### src/rtl/vga_sync_decoder.sv
// Receive-side VGA timing decoder: rebuilds pixel coordinates from an active-low
// H_sync/V_sync pair, checks line/frame lengths and reports lock and sync errors.
module vga_sync_decoder #(
  parameter int H_SYNC  = 96,
  parameter int H_BP    = 48,
  parameter int H_ACT   = 640,
  parameter int H_TOTAL = 800,
  parameter int V_SYNC  = 2,
  parameter int V_BP    = 33,
  parameter int V_ACT   = 480,
  parameter int V_TOTAL = 525
) (
  input  logic       clk,
  input  logic       rst,
  input  logic       H_sync,
  input  logic       V_sync,
  output logic [9:0] col,
  output logic [9:0] row,
  output logic       active,
  output logic       frame_start,
  output logic       locked,
  output logic       sync_err
);

  localparam logic [10:0] H_START_C = 11'(H_SYNC + H_BP);
  localparam logic [10:0] H_END_C   = 11'(H_SYNC + H_BP + H_ACT);
  localparam logic [10:0] H_LAST_C  = 11'(H_TOTAL - 1);
  localparam logic [10:0] H_MAX_C   = 11'(2 * H_TOTAL);
  localparam logic [9:0]  V_START_C = 10'(V_SYNC + V_BP);
  localparam logic [9:0]  V_END_C   = 10'(V_SYNC + V_BP + V_ACT);
  localparam logic [9:0]  V_LAST_C  = 10'(V_TOTAL - 1);
  localparam logic [9:0]  V_MAX_C   = 10'h3FF;

  typedef enum logic [1:0] {SEARCH, VERIFY, LOCKED} state_t;

  state_t      state;
  logic        h_prev;
  logic        v_line;
  logic [10:0] h_cnt;
  logic [9:0]  v_cnt;

  logic h_edge, frame_ev, line_err, frame_err, timeout;
  logic h_in, v_in;

  always_comb begin
    h_edge    = h_prev & ~H_sync;
    frame_ev  = h_edge & ~V_sync & v_line;
    line_err  = h_edge && (h_cnt != H_LAST_C);
    frame_err = (v_cnt != V_LAST_C);
    // Flag the step onto the saturation value so the timeout pulses only once.
    timeout   = !h_edge && (h_cnt == H_MAX_C - 11'd1);
  end

  // NOTE: all state below uses non-blocking assignments so every register sees
  // the pre-edge values of the others, exactly as the hardware does.
  always_ff @(posedge clk) begin
    if (rst) begin
      state       <= SEARCH;
      h_prev      <= 1'b0;
      v_line      <= 1'b0;
      h_cnt       <= '0;
      v_cnt       <= '0;
      frame_start <= 1'b0;
      locked      <= 1'b0;
      sync_err    <= 1'b0;
    end else begin
      h_prev      <= H_sync;
      frame_start <= frame_ev;
      sync_err    <= 1'b0;

      if (h_edge) begin
        h_cnt  <= '0;
        v_line <= V_sync;
        if (frame_ev)
          v_cnt <= '0;
        else if (v_cnt != V_MAX_C)
          v_cnt <= v_cnt + 10'd1;
      end else if (h_cnt != H_MAX_C) begin
        h_cnt <= h_cnt + 11'd1;
      end

      // A line error outranks a frame error on the same edge: one pulse, back to SEARCH.
      case (state)
        SEARCH: begin
          if (frame_ev) state <= VERIFY;
        end
        VERIFY, LOCKED: begin
          if (line_err || timeout) begin
            state    <= SEARCH;
            locked   <= 1'b0;
            sync_err <= 1'b1;
          end else if (frame_ev) begin
            if (frame_err) begin
              state    <= VERIFY;
              locked   <= 1'b0;
              sync_err <= 1'b1;
            end else begin
              state  <= LOCKED;
              locked <= 1'b1;
            end
          end
        end
        default: begin
          state  <= SEARCH;
          locked <= 1'b0;
        end
      endcase
    end
  end

  // NOTE: every output of this block gets a value on every path, so no latch is inferred.
  always_comb begin
    h_in   = (h_cnt >= H_START_C) && (h_cnt < H_END_C);
    v_in   = (v_cnt >= V_START_C) && (v_cnt < V_END_C);
    active = locked && h_in && v_in;
    col    = '0;
    row    = '0;
    if (active) begin
      col = 10'(h_cnt - H_START_C);
      row = v_cnt - V_START_C;
    end
  end

endmodule

### config.mk
export PLATFORM = sky130hd
export DESIGN_NAME = vga_sync_decoder
export DESIGN_NICKNAME = d
export VERILOG_FILES = /design/src/rtl/vga_sync_decoder.sv
export SDC_FILE = /design/constraint.sdc
export NUM_CORES = 1
export LEC_CHECK = 0
export BUFFER_PORTS_ARGS = -buffer_cell sky130_fd_sc_hd__clkbuf_2
export CAP_MARGIN = 20
export CORE_MARGIN = 1
export CORE_UTILIZATION = 45
export CTS_CLUSTER_DIAMETER = 40
export DETAILED_ROUTE_END_ITERATION = 8
export MAX_ROUTING_LAYER = met4
export PLACE_DENSITY = 0.65
export SETUP_SLACK_MARGIN = 0.1
export SKIP_CTS_REPAIR_TIMING = 1
export SYNTH_ARGS = -nofsm -noshare
export SYNTH_HDL_FRONTEND = slang
export SYNTH_SLANG_ARGS = --single-unit
### constraint.sdc
create_clock -name clk -period 3.9 [get_ports clk]
set_clock_uncertainty 0.1 [all_clocks]
set_input_delay 0.195 -clock clk [delete_from_list [all_inputs] [get_ports clk]]
set_output_delay 0.195 -clock clk [all_outputs]
set_load 0.01 [all_outputs]
## Word level (Yosys, flattened, before mapping)

Cells that the tools add are included.

- Add/subtract/negate cells: 4
- $mul: 0
- Divide/modulo/power cells: 0
- Order comparisons: 4
- Eq/ne operators: 9
- Shift operators: 0
- Multiplexer cells: 16
- Bitwise logic cells: 7
- Reductions and logical operators: 16

Operators by type and width:

| kind | number |
|---|---|
| two-way mux 10 bit | 4 |
| != test 10 bit (second input constant) | 2 |
| adder 11 x 1 -> 11 bit (second input constant) | 1 |
| == test 11 bit (second input constant) | 1 |
| greater-or-equal comparator 11 x 8 -> 1 bit (second input constant) | 1 |
| less-than comparator 11 x 10 -> 1 bit (second input constant) | 1 |
| != test 11 x 10 -> 1 bit (second input constant) | 1 |
| != test 11 bit (second input constant) | 1 |
| adder 10 x 1 -> 10 bit (second input constant) | 1 |
| greater-or-equal comparator 10 x 6 -> 1 bit (second input constant) | 1 |
| less-than comparator 10 bit (second input constant) | 1 |
| subtractor 10 x 6 -> 10 bit (second input constant) | 1 |
| subtractor 10 x 8 -> 10 bit (second input constant) | 1 |
| two-way mux 2 bit | 4 |
| logical AND 1 bit | 6 |
| two-way mux 1 bit | 6 |
| AND reduction 2 bit | 3 |
| OR reduction 2 bit | 3 |
| NOT 1 bit | 4 |
| one-hot mux 2 bit (2 select lines) | 1 |
| bitwise AND 1 bit | 3 |
| != test 3 bit (second input constant) | 1 |
| == test 2 x 1 -> 1 bit (second input constant) | 1 |
| == test 2 bit (second input constant) | 1 |
| 6 further kinds | 6 |

- Register bits after elaboration: 28
- Bits in latches: 0
- Bits in writable memories: 0
- ROM bits: 0
- Output and inout port bits: 24
- Memories kept: 0

## Depth between registers and ports, before layout

Gate-level depths: netlist of the first run.

- Depth after elaboration: 7
- Mapped depth: 7

## Worst setup path after synthesis of the first run

Ideal clock, no wire load.

- Path type: register -> output
- Start: register v_cnt[0]
- End: output port col[8]
- Arrival: 1.843 ns
- Data required time: 3.605 ns
- Slack: 1.762 ns
- Cell stages (with the launch flop): 8
- Cells stage by stage: dfxtp_1 > ha_1 > clkbuf_1 > o41ai_1 > a21o_1 > a221o_1 > buf_2 > nor2_1

- Cells in the longest elaborated chain, start to end: 4
- Elaborated cells between the ends (all ways): 5
- Those cells by class: order compare (2); mux (1); reduce/logical (2)

RTL lines:

| item | RTL line | RTL |
|---|---|---|
| start, declared | 40 | `logic [9:0] v_cnt;` |
| start signal, assigned | 77 | `v_cnt <= v_cnt + 10'd1;` |
| greater-or-equal comparator 10 x 6 -> 1 bit or less-than comparator 10 bit (tied branches) | 114 | `v_in = (v_cnt >= V_START_C) && (v_cnt < V_END_C);` |
| logical AND 1 bit (*) | 114 |  |
| logical AND 1 bit (*) | 115 | `active = locked && h_in && v_in;` |
| two-way mux 10 bit (*) | 118 | `if (active) begin` |
| end, declared | 17 | `output logic [9:0] col,` |

Mark *: on every way between the ends. The rest lies on a longest branch, timed or not.

## Worst setup path in the final report of the first run

- Start: register v_cnt[0]
- End: output port row[4]

- Cells in the longest elaborated chain, start to end: 4
- Elaborated cells between the ends (all ways): 6
- Those cells by class: add/sub (1); order compare (2); mux (1); reduce/logical (2)

RTL lines:

| item | RTL line | RTL |
|---|---|---|
| greater-or-equal comparator 10 x 6 -> 1 bit or less-than comparator 10 bit (tied branches) | 114 |  |
| logical AND 1 bit | 114 |  |
| logical AND 1 bit | 115 |  |
| two-way mux 10 bit (*) | 118 |  |
| end, declared | 18 | `output logic [9:0] row,` |

Marks and branches as above.

==> run metrics, run 1 <==
outcome completed; Final Hold Viols 0; final antenna-violating net count 0; synthesized flop and latch total 28; Slew @ Worst Pin 0.755 ns; die width 67.1 µm; EDFF count, synth 0; Layout area overhead 9.07%; register area 561 µm²; Pwr Total 509 µW; wire per inst 13.9 µm; Crit path max-delay family compound AO/OA/AOI/OAI gates; maximum clock frequency 324 MHz; routed vias/inst between 5 and 6; Distinct cells, synth 52; fin util 51.6%; most frequent cells in the layout nor2_1 (36), dfxtp_1 (28), clkbuf_2 (27); H-tree levels 1; Tcrit/Tclk final roughly four fifths; synthesized area 0.00190 mm²; largest net degree at the start of global routing 22; CP Capture Type primary output; Remaining DRCs 0; max-slew violations 0; Critical Path Source Type flop; CTS sink count 28; antenna violations before repair 0; CTS max path bufs 2; I/O Buffers 27; Final Cell Area between 0.002 and 0.0025 mm²; Final setup viols 0; Rows 23; CP cell instances ha_1 -> o41ai_1 -> a21o_1 -> a221o_1 -> nor2_1 -> clkbuf_2; relative slew slack 49.0%; root buffer cell clkbuf_8; max capacitance violation total 0; clock slew seen by the registers of the worst setup and hold paths 0.10 ns; static leakage 0.826 nW; Post-synth top flop dfxtp_1; Initial Util roughly 47%; first-pass GRT wire length between 6 and 7 mm; Num CTS Buffers 3; Die Y 67.1 µm; Cells after Synth 244; HPWL reported at the end of detailed placement 3.07 mm; CP Max Fanout 21; Post-Syn Nets ~260; post-place instance area just over 0.002 mm²; Detailed Route WL between 4 and 5 mm; syn_area_per_cell 7.80 µm²; CTS tree yes; Buf/Inv on CP 1; GRT Util Overall 20.2%; GP Congestion 0.897; Total Neg Setup Slack 0 ns; Synth Warn # 0; reg2reg setup slack 1.76 ns; total gr overflow 0; antenna diode count 0; number of global-route vias before repair roughly 1.4k; Pre-antenna DRT Iters 4; RSZ-0062 raised after global routing false; Seq/Total Area, Yosys 29.4%; Hold Path Class in -> reg; Hold WS 0.0833 ns; VDD IR max ~130 µV; num ports 28; required time worst endpoint 3.61 ns; Clock Latency Late Sink 0.27 ns; DIE AREA approximately 0.0045 mm²; Final min period 3.09 ns; share of cells above drive strength 1 12.8%; CP max stage delay between 0.6 and 0.7 ns; filler cell count 423; P per Cell Area 245 mW/mm²; nets 272; Crit Path Category reg -> out; DR iter-0 viols ~160; Crit path arrival time 2.79 ns; CORE AREA 0.00403 mm²; asr flop ratio synth 0%; multi-input logic area 0.00120 mm²; commonest non-fill, non-tap cell in the layout nor2_1; vias 1750; slowest CP cell o41ai_1
-- report_power, final --
| part | internal, mW | switching [mW] | total [mW] |
|---|---|---|---|
| Sequential | 0.290 | 0.00486 | 0.295 |
| Clock | 0.0905 | 0.0952 | 0.186 |
| Combinational | 0.0104 | 0.0181 | 0.0285 |
-- flip-flops by register name (all words and copies together) (netlist names) --
register	cells
locked	1
state	2
sync_err	1
h_prev	1
frame_start	1
v_cnt	10
v_line	1
h_cnt	11
-- worst register-to-register path, delay by kind of cell, from the launching register on --
kind | cells | cell delay, ns
AOI/OAI and AO/OA | 2 | 0.78
adders and majority gates | 1 | 0.20
and+or+nand+nor | 2 | 0.42
DFF | 1 | 0.53
-- Yosys cell counts (4+ instances only) --
cell type / n / area share, %
and4_1: 4 / 1.8
nand2_1: 10 / 2.0
nor4_1: 6 / 2.0
dfxtp_1: 28 / 29
xnor2_1: 13 / 6.0
ha_1: 10 / 6.6
nand2b_1: 7 / 2.3
nor3_1: 5 / 1.3
xor2_1: 4 / 1.8
inv_1: 16 / 3.2
o31ai_1: 5 / 2.0
or3_1: 4 / 1.3
a21oi_1: 14 / 3.7
and3_1: 4 / 1.3
o21ai_0: 6 / 1.6
nand4_1: 8 / 2.6
clkbuf_1: 12 / 2.4
nor2_1: 36 / 7.1
-- cells by family after synthesis --
group	share of synthesized area, %
buf+inv	7.36
fa+ha+maj	6.57
flops	29.4
compound gates	16.8
xor+xnor	7.82
simple gates	31.5
mux	0.526
-- cell type report --
cell class / count / area share (%)
inverters: 16 / 2.89
repair buffers: 27 / 6.51
clock buffers: 4 / 2.65
flip-flops and latches: 28 / 27.0
multi-input cells: 182 / 58.0
well taps: 50 / 3.01
-- final timing paths --
path,from,to,cells after the start
max,v_cnt[0]$_SDFFE_PP0P_,row[4],6
min,V_sync,v_line$_SDFFE_PP0P_,3
max reg2reg,h_cnt[4]$_SDFFE_PP0P_,locked$_SDFFE_PP0P_,5
min reg2reg,v_line$_SDFFE_PP0P_,v_line$_SDFFE_PP0P_,2
-- stage by stage --
stage,std cells,worst slack [ns]
floorplan,244,1.76
global placement,303,1.22
detailed placement,303,1.12
CTS,307,0.781
global route,307,0.643
finish,307,0.813
-- metal layers --
layer / global-route usage (%) / routed length (µm)
met1: 29.8 / 2120
met2: 28.4 / 1910
met3: 2.57 / 198
met4: 5.59 / 26
met5: - / 0
Power figures use the tool's default switching activity.
==> inputs of run 2 (changes only) <==
Settings changed: ABC_AREA from default to 1.
Clock period 3.9 ns to 3.1 ns, I/O delays scaled along.
==> run 2 against run 1 <==
  * Power increased by 66%
  * Critical endpoint is now col[0]
  * Sequential power increased by 37%
  * First-iteration DRC count is 36% lower
  * Global-route usage grew 0.30 points
  * Register-to-register slack worse by 0.45 ns
  * Synthesized area grew 2.4%
  * Synthesized cell count grew 19%
  * Critical path type unchanged
  * Final cell count grew 19%
  * Critical path depth increased by 3
  * Routed wire length fell by 2.2%
==> run metrics, run 2 <==
synthesized flop and latch total 28; commonest cells in the netlist nand2_1 (56), nor2_1 (46), inv_1 (36), dfxtp_1 (28), nand3_1 (18); Remaining DRCs 0; sequential share of power 47.8%; max reg flops 11; Final setup viols 0; final antenna-violating net count 0; H-tree levels 1; number of global-route vias before repair 1569; Switching Fraction 31.3%; post-place instance area 0.00209 mm²; Pwr Total 846 µW; VDD IR max 267 µV; Initial Util 47.7%; CP Max Fanout 20; GRT Util Overall 20.5%; first-pass GRT wire length 7.08 mm; total gr overflow 0; Seq/Total Area, Yosys 28.8%; Final Hold Viols 0; Clock Latency Late Sink 0.28 ns; Clock power frac 27.7%; Post-synth top flop dfxtp_1; Die Y around 68 µm; clock slew seen by the registers of the worst setup and hold paths 0.10 ns; CTS sink count 28; Final Cell Area around 0.0021 mm²; Crit path arrival time 1.94 ns; I/O Buffers 27; most common cell in the netlist nand2_1; nets 330; outcome completed; EDFF count, synth 0; commonest non-fill, non-tap cell in the layout nand2_1; RSZ-0062 raised after global routing false; Synth area leaders dfxtp_1 (29%), nand2_1 (11%), nor2_1 (8.9%); asr flop ratio synth 0%; syn_area_per_cell about 6.7 µm²; Top reg by flops h_cnt; Distinct cells, synth 35; Hold Path Class in -> reg; Pre-antenna DRT Iters 4; largest registers h_cnt: 11 flops, v_cnt: 10 flops, state: 2 flops; top cell type's share of synthesized area 28.8%; Int Power 581 µW; Synth Warn # 0; required time worst endpoint around 2.8 ns; Crit Path Category reg -> out; Hold WS 0.00367 ns; die width 67.8 µm; filler cell count 440; synthesized area between 0.0015 and 0.002 mm²; Rows 23; relative slew slack a little over three fifths; CP Capture Type primary output; Post-Syn Nets 304; largest net degree at the start of global routing 21; CTS tree yes; DR iter-0 viols 101; net load switching power ~270 µW; most frequent cells in the layout nand2_1 (56), nor2_1 (46), inv_1 (36); P per Cell Area 394 mW/mm²; HPWL reported at the end of detailed placement 3.21 mm; fin cells 365; share of cells above drive strength 1 18.7%; GP Congestion 0.877; max capacitance violation total 0; static leakage 1.03 nW; max-slew violations 0; placed cells 361; Total Neg Setup Slack 0 ns; Critical Path Source Type flop; Detailed Route WL 4.16 mm; num ports 28; CTS max path bufs 2; Layout area overhead 10.1%; CORE AREA 0.00409 mm²; Num CTS Buffers 3; wire per inst 11.4 µm; Final min period ~2.2 ns; Comb pwr share 24.4%; vias 1816; cell taking the most area after synthesis dfxtp_1; root buffer cell clkbuf_8; antenna violations before repair 0; Tcrit/Tclk final 71.0%; routed vias/inst ~5; antenna diode count 0; DIE AREA 0.00460 mm²; maximum clock frequency 455 MHz; Slew @ Worst Pin 0.551 ns; Cells after Synth 290
run 2: cell types whose count changed after synthesis, moves of 5 or more:
cell and change:
nand2b_1 -7, inv_1 +20, nor3_2 +5, xor2_1 +7, nand3_1 +15, xnor2_1 -10, nor2_1 +10, clkbuf_1 -11
nor4_1 -6, nand2_1 +46, nor2_2 +7, inv_2 +5
run 2: per-layer routing:
metal | wire [µm] | vias to the layer above | track usage (%)
met5 | 0 | - | -
met4 | 42 | 0 | 6.77
met3 | 154 | 5 | 2.50
met2 | 1810 | 36 | 30.0
met1 | 2150 | 807 | 29.1
li1 | - | 968 | -
run 2: cells by family after synthesis:
kind of cell	after synthesis	share of synthesized area, %
simple gates	152	36.5
xor+xnor	14	6.29
fa+ha+maj	10	6.42
flops	28	28.8
compound gates	35	10.3
buf+inv	51	11.8
run 2: per-stage QoR:
step                setup WS [ns]  util (%)
global placement             1.23      51.2
detailed placement           1.19      51.2
CTS                         0.876      52.5
finish                      0.900      52.5
global route                0.685      52.5
floorplan                    1.39         -
run 2: power groups by stage:
stage / sequential (mW) / combinational (mW) / clock (mW)
final: 0.405 / 0.207 / 0.235
after global routing: 0.409 / 0.241 / 0.255
after CTS: 0.405 / 0.210 / 0.241
after detailed placement: 0.414 / 0.209 / 0
after global placement: 0.413 / 0.206 / 0
after floorplan: 0.411 / 0.168 / 0
run 2: final timing paths:
path	cells after the start	slack, ns	start	to
max reg2reg	9	1.31	v_cnt[0]$_SDFFE_PP0P_	v_cnt[1]$_SDFFE_PP0P_
max	9	0.90	h_cnt[5]$_SDFFE_PP0P_	col[0]
min	3	0.004	H_sync	h_prev$_SDFF_PP0_
min reg2reg	2	0.39	h_cnt[3]$_SDFFE_PP0P_	h_cnt[3]$_SDFFE_PP0P_
run 2: final cells by class:
cell class,count,area (µm²),area share (%)
Sequential cell,28,561,26.1
Multi-Input combinational cell,211,1160,54.0
Clock buffer,4,55.1,2.57
Inverter,45,174,8.10
Timing Repair Buffer,27,135,6.30
Tap cell,50,62.6,2.92
run 2: worst max-delay path: stages (launching register included):
cell and delay, ns:
dfxtp_1 0.43, inv_1 0.13, ha_1 0.21, nand3_1 0.08, o21ai_0 0.08, o21ai_1 0.16
nor2_2 0.06, inv_2 0.28, nor2_1 0.08, clkbuf_2 0.14
